<file path="src/rtl/reorder_buffer_pkg.sv">
// reorder_buffer_pkg
// Shared widths, bus typedefs, the per-entry record and tag helpers for the
// 16-entry reorder buffer. Tags run 1..ROB_DEPTH; tag 0 means "no dependency".
// No ports (package).
package reorder_buffer_pkg;

  localparam int ROB_DEPTH = 16;
  localparam int TAG_W     = 5;
  localparam int VAL_W     = 32;
  localparam int ADDR_W    = 32;
  localparam int REG_W     = 5;
  localparam int IDX_W     = $clog2(ROB_DEPTH);

  typedef logic [TAG_W-1:0]  ROBTagBus;
  typedef logic [REG_W-1:0]  RegBus;
  typedef logic [VAL_W-1:0]  RegValBus;
  typedef logic [ADDR_W-1:0] AddrBus;

  localparam ROBTagBus TAG_NONE  = ROBTagBus'(0);
  localparam ROBTagBus TAG_FIRST = ROBTagBus'(1);
  localparam ROBTagBus TAG_LAST  = ROBTagBus'(ROB_DEPTH);

  typedef struct packed {
    logic     busy;
    logic     ready;
    logic     has_rd;
    RegBus    rd;
    RegValBus val;
    AddrBus   pc;
    logic     is_branch;
    logic     pred_taken;
    logic     taken;
    AddrBus   target;
    logic     is_store;
  } rob_entry_t;

  // Tags are 1-based while storage is 0-based, so tag N lives in slot N-1.
  function automatic logic [IDX_W-1:0] tag_to_idx(input ROBTagBus tag);
    ROBTagBus zeroBased;
    zeroBased = tag - TAG_FIRST;
    return zeroBased[IDX_W-1:0];
  endfunction

  // Only tags 1..ROB_DEPTH name a real entry.
  function automatic logic tag_in_range(input ROBTagBus tag);
    return (tag != TAG_NONE) && (tag <= TAG_LAST);
  endfunction

endpackage

</file>
<file path="src/rtl/reorder_buffer_ptr_inc.sv">
// reorder_buffer_ptr_inc
// Advances a ROB tag pointer by one with wrap-around (ROB_DEPTH -> 1).
// Shared by the head and tail pointers.
// Ports:
//   ptr_i  current tag (1..ROB_DEPTH)
//   ptr_o  following tag
module reorder_buffer_ptr_inc
  import reorder_buffer_pkg::*;
(
  input  logic [TAG_W-1:0] ptr_i,
  output logic [TAG_W-1:0] ptr_o
);

  // Tag 0 is reserved for "no dependency", so the wrap goes back to 1.
  assign ptr_o = (ptr_i == TAG_LAST) ? TAG_FIRST : (ptr_i + TAG_FIRST);

endmodule

</file>
<file path="src/rtl/reorder_buffer.sv">
// reorder_buffer
// 16-entry circular reorder buffer. Hands out tags at dispatch, captures CDB
// results, retires in order one per cycle into the register file, and flushes
// the machine on a branch mispredict detected at commit.
// Ports:
//   clk_in, rst_in, rdy_in        clock, sync active-high reset, global enable
//   alloc_*                       dispatch request and instruction fields
//   next_tag, rob_full            tail tag for the next allocation, full flag
//   cdb_*                         result broadcast (tag, value, branch outcome)
//   write_rdy, rd, write_val      registered commit to the register file
//   now_tag                       head tag (already past this cycle's commit)
//   clear, clear_pc               flush pulse and fetch redirect target
//   store_commit                  head store retired, LSB performs the write
module reorder_buffer
  import reorder_buffer_pkg::*;
(
  input  logic              clk_in,
  input  logic              rst_in,
  input  logic              rdy_in,
  input  logic              alloc_valid,
  input  logic              alloc_has_rd,
  input  logic [REG_W-1:0]  alloc_rd,
  input  logic [ADDR_W-1:0] alloc_pc,
  input  logic              alloc_is_branch,
  input  logic              alloc_pred_taken,
  input  logic              alloc_is_store,
  output logic [TAG_W-1:0]  next_tag,
  output logic              rob_full,
  input  logic              cdb_valid,
  input  logic [TAG_W-1:0]  cdb_tag,
  input  logic [VAL_W-1:0]  cdb_val,
  input  logic              cdb_taken,
  input  logic [ADDR_W-1:0] cdb_target,
  output logic              write_rdy,
  output logic [REG_W-1:0]  rd,
  output logic [VAL_W-1:0]  write_val,
  output logic [TAG_W-1:0]  now_tag,
  output logic              clear,
  output logic [ADDR_W-1:0] clear_pc,
  output logic              store_commit
);

  rob_entry_t  entries_q [ROB_DEPTH];
  ROBTagBus    head_q, tail_q;
  ROBTagBus    head_inc, tail_inc;
  logic [TAG_W-1:0] count_q, count_d;

  logic        write_rdy_q, store_commit_q, clear_q;
  RegBus       rd_q;
  RegValBus    write_val_q;
  AddrBus      clear_pc_q;

  logic [IDX_W-1:0] head_idx, tail_idx, cdb_idx;
  rob_entry_t  head_e;
  logic        alloc_en, cdb_en, commit_en, mispredict;
  AddrBus      redirect_pc;

  reorder_buffer_ptr_inc u_head_inc (.ptr_i(head_q), .ptr_o(head_inc));
  reorder_buffer_ptr_inc u_tail_inc (.ptr_i(tail_q), .ptr_o(tail_inc));

  // Decode this cycle's allocate / writeback / commit decisions. Commit only
  // looks at the registered ready bit, so a CDB hit on the head entry retires
  // one cycle later. While the flush pulse is out, dispatch and CDB traffic
  // belong to the squashed path and are dropped.
  always_comb begin
    head_idx    = tag_to_idx(head_q);
    tail_idx    = tag_to_idx(tail_q);
    cdb_idx     = tag_to_idx(cdb_tag);
    head_e      = entries_q[head_idx];
    alloc_en    = alloc_valid && !rob_full && !clear_q;
    cdb_en      = cdb_valid && !clear_q && tag_in_range(cdb_tag)
                  && entries_q[cdb_idx].busy;
    commit_en   = head_e.busy && head_e.ready;
    mispredict  = commit_en && head_e.is_branch
                  && (head_e.taken != head_e.pred_taken);
    redirect_pc = head_e.taken ? head_e.target : (head_e.pc + AddrBus'(4));
  end

  // Occupancy: an allocate and a commit in the same cycle cancel out.
  always_comb begin
    count_d = count_q;
    if (alloc_en && !commit_en) begin
      count_d = count_q + 5'd1;
    end else if (!alloc_en && commit_en) begin
      count_d = count_q - 5'd1;
    end
  end

  // Main state update. Everything is frozen while rdy_in is low. A mispredict
  // overrides the normal pointer/count updates and empties the buffer, since
  // every entry younger than the branch is on the wrong path.
  always_ff @(posedge clk_in) begin
    if (rst_in) begin
      for (int i = 0; i < ROB_DEPTH; i++) begin
        entries_q[i] <= '0;
      end
      head_q         <= TAG_FIRST;
      tail_q         <= TAG_FIRST;
      count_q        <= '0;
      write_rdy_q    <= 1'b0;
      store_commit_q <= 1'b0;
      clear_q        <= 1'b0;
      rd_q           <= '0;
      write_val_q    <= '0;
      clear_pc_q     <= '0;
    end else if (rdy_in) begin
      write_rdy_q    <= commit_en && head_e.has_rd;
      store_commit_q <= commit_en && head_e.is_store;
      clear_q        <= mispredict;

      if (commit_en) begin
        rd_q                     <= head_e.rd;
        write_val_q              <= head_e.val;
        entries_q[head_idx].busy <= 1'b0;
      end

      if (mispredict) begin
        clear_pc_q <= redirect_pc;
      end

      if (cdb_en) begin
        entries_q[cdb_idx].ready  <= 1'b1;
        entries_q[cdb_idx].val    <= cdb_val;
        entries_q[cdb_idx].taken  <= cdb_taken;
        entries_q[cdb_idx].target <= cdb_target;
      end

      // Stores have nothing to wait for on the CDB, so they start out ready.
      if (alloc_en) begin
        entries_q[tail_idx] <= '{busy:       1'b1,
                                 ready:      alloc_is_store,
                                 has_rd:     alloc_has_rd,
                                 rd:         alloc_rd,
                                 val:        '0,
                                 pc:         alloc_pc,
                                 is_branch:  alloc_is_branch,
                                 pred_taken: alloc_pred_taken,
                                 taken:      1'b0,
                                 target:     '0,
                                 is_store:   alloc_is_store};
      end

      if (mispredict) begin
        for (int i = 0; i < ROB_DEPTH; i++) begin
          entries_q[i].busy <= 1'b0;
        end
        head_q  <= TAG_FIRST;
        tail_q  <= TAG_FIRST;
        count_q <= '0;
      end else begin
        if (commit_en) head_q <= head_inc;
        if (alloc_en)  tail_q <= tail_inc;
        count_q <= count_d;
      end
    end
  end

  assign next_tag     = tail_q;
  assign now_tag      = head_q;
  assign rob_full     = (count_q == TAG_W'(ROB_DEPTH));
  assign write_rdy    = write_rdy_q;
  assign rd           = rd_q;
  assign write_val    = write_val_q;
  assign store_commit = store_commit_q;
  assign clear        = clear_q;
  assign clear_pc     = clear_pc_q;

endmodule
</file>
<file path="config.mk">
export PLATFORM = sky130hd
export DESIGN_NAME = reorder_buffer
export DESIGN_NICKNAME = d
export VERILOG_FILES = /design/src/rtl/reorder_buffer_pkg.sv /design/src/rtl/reorder_buffer_ptr_inc.sv /design/src/rtl/reorder_buffer.sv
export SDC_FILE = /design/constraint.sdc
export NUM_CORES = 2
export LEC_CHECK = 0
export BUFFER_PORTS_ARGS = -buffer_cell sky130_fd_sc_hd__buf_2
export CORE_AREA = 2 2 450 563
export DETAILED_ROUTE_END_ITERATION = 12
export DIE_AREA = 0 0 452 565
export SLEW_MARGIN = 30
export SYNTH_ARGS = -nofsm -noshare
export SYNTH_HDL_FRONTEND = slang
export SYNTH_SLANG_ARGS = --single-unit
export TNS_END_PERCENT = 20
</file>
<file path="constraint.sdc">
create_clock -name clk_in -period 6.1 [get_ports clk_in]
set_clock_uncertainty 0.2 [all_clocks]
set_input_delay 0.61 -clock clk_in [delete_from_list [all_inputs] [get_ports clk_in]]
set_output_delay 0.61 -clock clk_in [all_outputs]
set_load 0.005 [all_outputs]
</file>
==> results.yml <==
final_layout:
  syn_to_final_growth_pct: 14.13
  nFillCells: 23710
  drive_gt1_frac: 0.2260
  seqCellArea_sq_um: 42900
  utilization: 0.3415
  multi_input_area_sq_um: 29580
  layout.nets: 5378
  fin_cells: 8709
die:
  die_w_um: 452
  fp.dieH_um: 565
  die_area_sq_um: 255400
  boundaryPins: 199
  core_sq_um: 249600
  rows: 205
  floorplan.initialDensity: 0.2992
global_route:
  grt_max_degree: 103
  grt_usage: 0.1889
  antenna_found_initial: 57
  grt_pass1_vias: 49210
  grt.overflow.total: 0
  grt_pass1_wl_um: 357400
sta:
  holdWs_ns: 0.02764
  timing.final.ws_setup_ns: 1.348
  maxSlewViolCount: 0
  max_freq_ghz: 0.2104
  slew_headroom: 0.2847
  rsz0062_at_grt: "false"
  finalHoldViolations: 0
  min_period_ns: 4.752
  setup_viol_count_final: 0
  worst_slew_pin_slew_ns: 1.073
  finalCritPeriodShare: 0.7790
  finalSetupTns_ns: 0
routing:
  wl_met1_um: 93180
  drt_pass1_iterations: 5
  vias_per_cell: 5.543
  dr_wl_met2_um: 121100
  drc: 0
  wl_um: 246800
  wl_per_cell_um: 28.33
  met3_length_um: 18910
  drt_iter0_markers: 4599
  ant_nets: 0
  top_layer_used: "met5"
  vias: 48270
pwr:
  power.switching_uw: 5690
  p_leak_uw: 0.03156
  seq_power_share: 0.513
  intPower_uw: 19190
  p_per_area_nw_per_um2: 291.9
  switching_share: 0.2287
  p_clk_frac: 0.443
  peakVddDrop_uv: 204.0
  pwr-share-comb: 0.044
setup_path:
  critPathLaunchType: "register"
  crit_arrival_ns: 5.33
  critPathCaptureType: "register"
  path_class: "reg2reg"
  path_max_fanout: 13
  reg2regPathDepth: 12
  crit_required_ns: 6.68
synth:
  ys_seq_area_frac: 0.5745
  ys_warn_count: 0
  synth-xor-area-share: 0.004574
  synth_edf_count: 656
  syn_nets: 5464
  synthSimpleGateAreaFrac: 0.07692
  synth-compound-area-share: 0.1439
  synth_mux_area_frac: 0.1588
  synth_adder_area_share: 0.003619
  netlist_area_sq_um: 74680
  async_flop_share: 0
  synth_ff_type: "dfxtp_1"
  ys_ff_latch: 1815
  synth_cell_types: 73
  synth_cells: 5327
  synth_area_per_cell_sq_um: 14.02
  synth_top_family_by_area: "multiplexers"
cts:
  cts_tree: "done"
  clockBufferDepth: 4
  cts_num_sinks: 1815
  clk_pin_slew_worst_paths_ns: 0.07
  ctsResizeCount: 0
  cts_root_buf: "clkbuf_16"
  htree_levels: 4
  cts_buffers: 181
  clk_latency_ns: 0.87
job:
  maxCapViolCount: 0
placement:
  post-place-ws_ns: 1.444
  gp_congestion: 0.8768
  dpl.cell_count: 8342
  hpwl_um: 144500
  io_buffers: 198
min_path:
  hold_depth: 2
  hold_path_class: "in2reg"
outcome:
  status: "finished clean"
## routing by layer
layer  global-route usage  up-vias
li1                     -    20300
met1               0.2287    25160
met2               0.3199     2203
met3              0.03548      587
met4              0.09712       30
met5                    0        -
## cell families after synthesis
kind of cell / Yosys count
buffers and inverters: 653
muxes: 531
xor gates and xnor gates: 36
and+or+nand+nor: 992
adders and majority gates: 21
DFF: 1815
AOI/OAI and AO/OA: 1279
## power groups by stage
stage | sequential, uW | clock, uW | combinational [uW]
after CTS | 12800 | 11200 | 1080
after global placement | 13000 | 0 | 1040
after global routing | 12800 | 11600 | 1130
final | 12800 | 11000 | 1090
after floorplan | 13000 | 0 | 598
after detailed placement | 13000 | 0 | 1070
## synth_stat cells (8+ instances only)
cell      number  area, sq um
nor3_1        11        55.05
nor2_1        69        259.0
xnor2_1       15        131.4
and2_1       656         4104
buf_4         12        90.09
mux2i_1        9        90.09
a22oi_1       17        127.6
buf_1        119        446.7
buf_6          9        101.4
clkbuf_1     314         1179
nor2b_1       22        137.6
edfxtp_1     656        19700
xor2_1        19        166.4
inv_1         20        75.07
a31oi_1        9        56.30
buf_2        177        885.9
a21oi_1       53        265.3
a22o_1      1057         9258
dfxtp_1     1159        23200
a221oi_1      13        113.9
a32o_1        16        160.2
o21ai_1        8        40.04
and3_1        12        75.07
mux4_2       513        11550
ha_1          20        250.2
o21ai_0       45        225.2
nor4_1         8        50.05
a21boi_0      16        120.1
nand3_1       50        250.2
nand2_1      120        450.4
o21bai_1      16        120.1
## cells in the final DEF (no fill, tap or decap), types with 31 or more instances in the layout
cell	Yosys	layout
clkbuf_16	0	182
buf_4	12	103
nor2_1	69	36
dfxtp_1	1159	1158
nand3_1	50	50
nor2_4	1	31
clkinv_2	0	34
a22o_1	1057	1057
and2_1	656	656
edfxtp_1	656	656
mux4_2	513	513
clkbuf_1	314	34
buf_2	177	197
a21oi_1	53	52
nand2_1	120	119
o21ai_0	45	33
## critical path, cell delays in order, from the launching register on
cell      delay (ns)
dfxtp_1         0.49
nor4_2          0.65
nor2_4          0.27
nor2_2          0.61
a221oi_1        0.30
inv_1           0.11
ha_1            0.20
nand2_1         0.08
nor3_1          0.40
nand3_1         0.40
or3_1           0.51
a21bo_2         0.27
a21oi_1         0.14
## final timing paths
kind | start | endpoint | slack (ns)
worst max-delay path | now_tag[3]$_SDFFE_PP0P_ | clear_pc[16]$_SDFFE_PP0N_ | 1.35
worst min-delay path | alloc_pc[23] | entries_q[8][59]$_DFFE_PP_ | 0.03
worst max register to register | now_tag[3]$_SDFFE_PP0P_ | clear_pc[16]$_SDFFE_PP0N_ | 1.35
worst min register to register | write_val[4]$_SDFFE_PP0N_ | write_val[4]$_SDFFE_PP0N_ | 0.25
## what timing repair did
item	CTS	global route
hold endpoints to repair	285	0
setup buffers	0	0
hold buffers	26	0
endpoints found under the setup margin	0	0
## registers in the layout, summed over array words and instances (netlist names)
register,cells
clear,1
clear_pc,32
count_q,5
entries_q,1728
next_tag,5
now_tag,5
rd,5
store_commit,1
write_rdy,1
write_val,32
## layout make-up
cell class	instances	share of cell area
antenna	21	0.0006166
clock buffer	246	0.05968
clock inverter	72	0.007370
inverter	20	0.0008809
multi-input combinational	2859	0.3470
sequential	1815	0.5034
tap	3312	0.04862
timing repair buffer	364	0.03236
## per-stage QoR
stage | area [sq um] | power (uW)
2_1_floorplan | 74680 | 13620
3_3_place_gp | 79050 | 14060
3_5_place_dp | 79160 | 14100
4_1_cts | 85140 | 25020
5_1_grt | 85200 | 25520
6_report | 85230 | 24880
(Power assumes the default switching activity.)
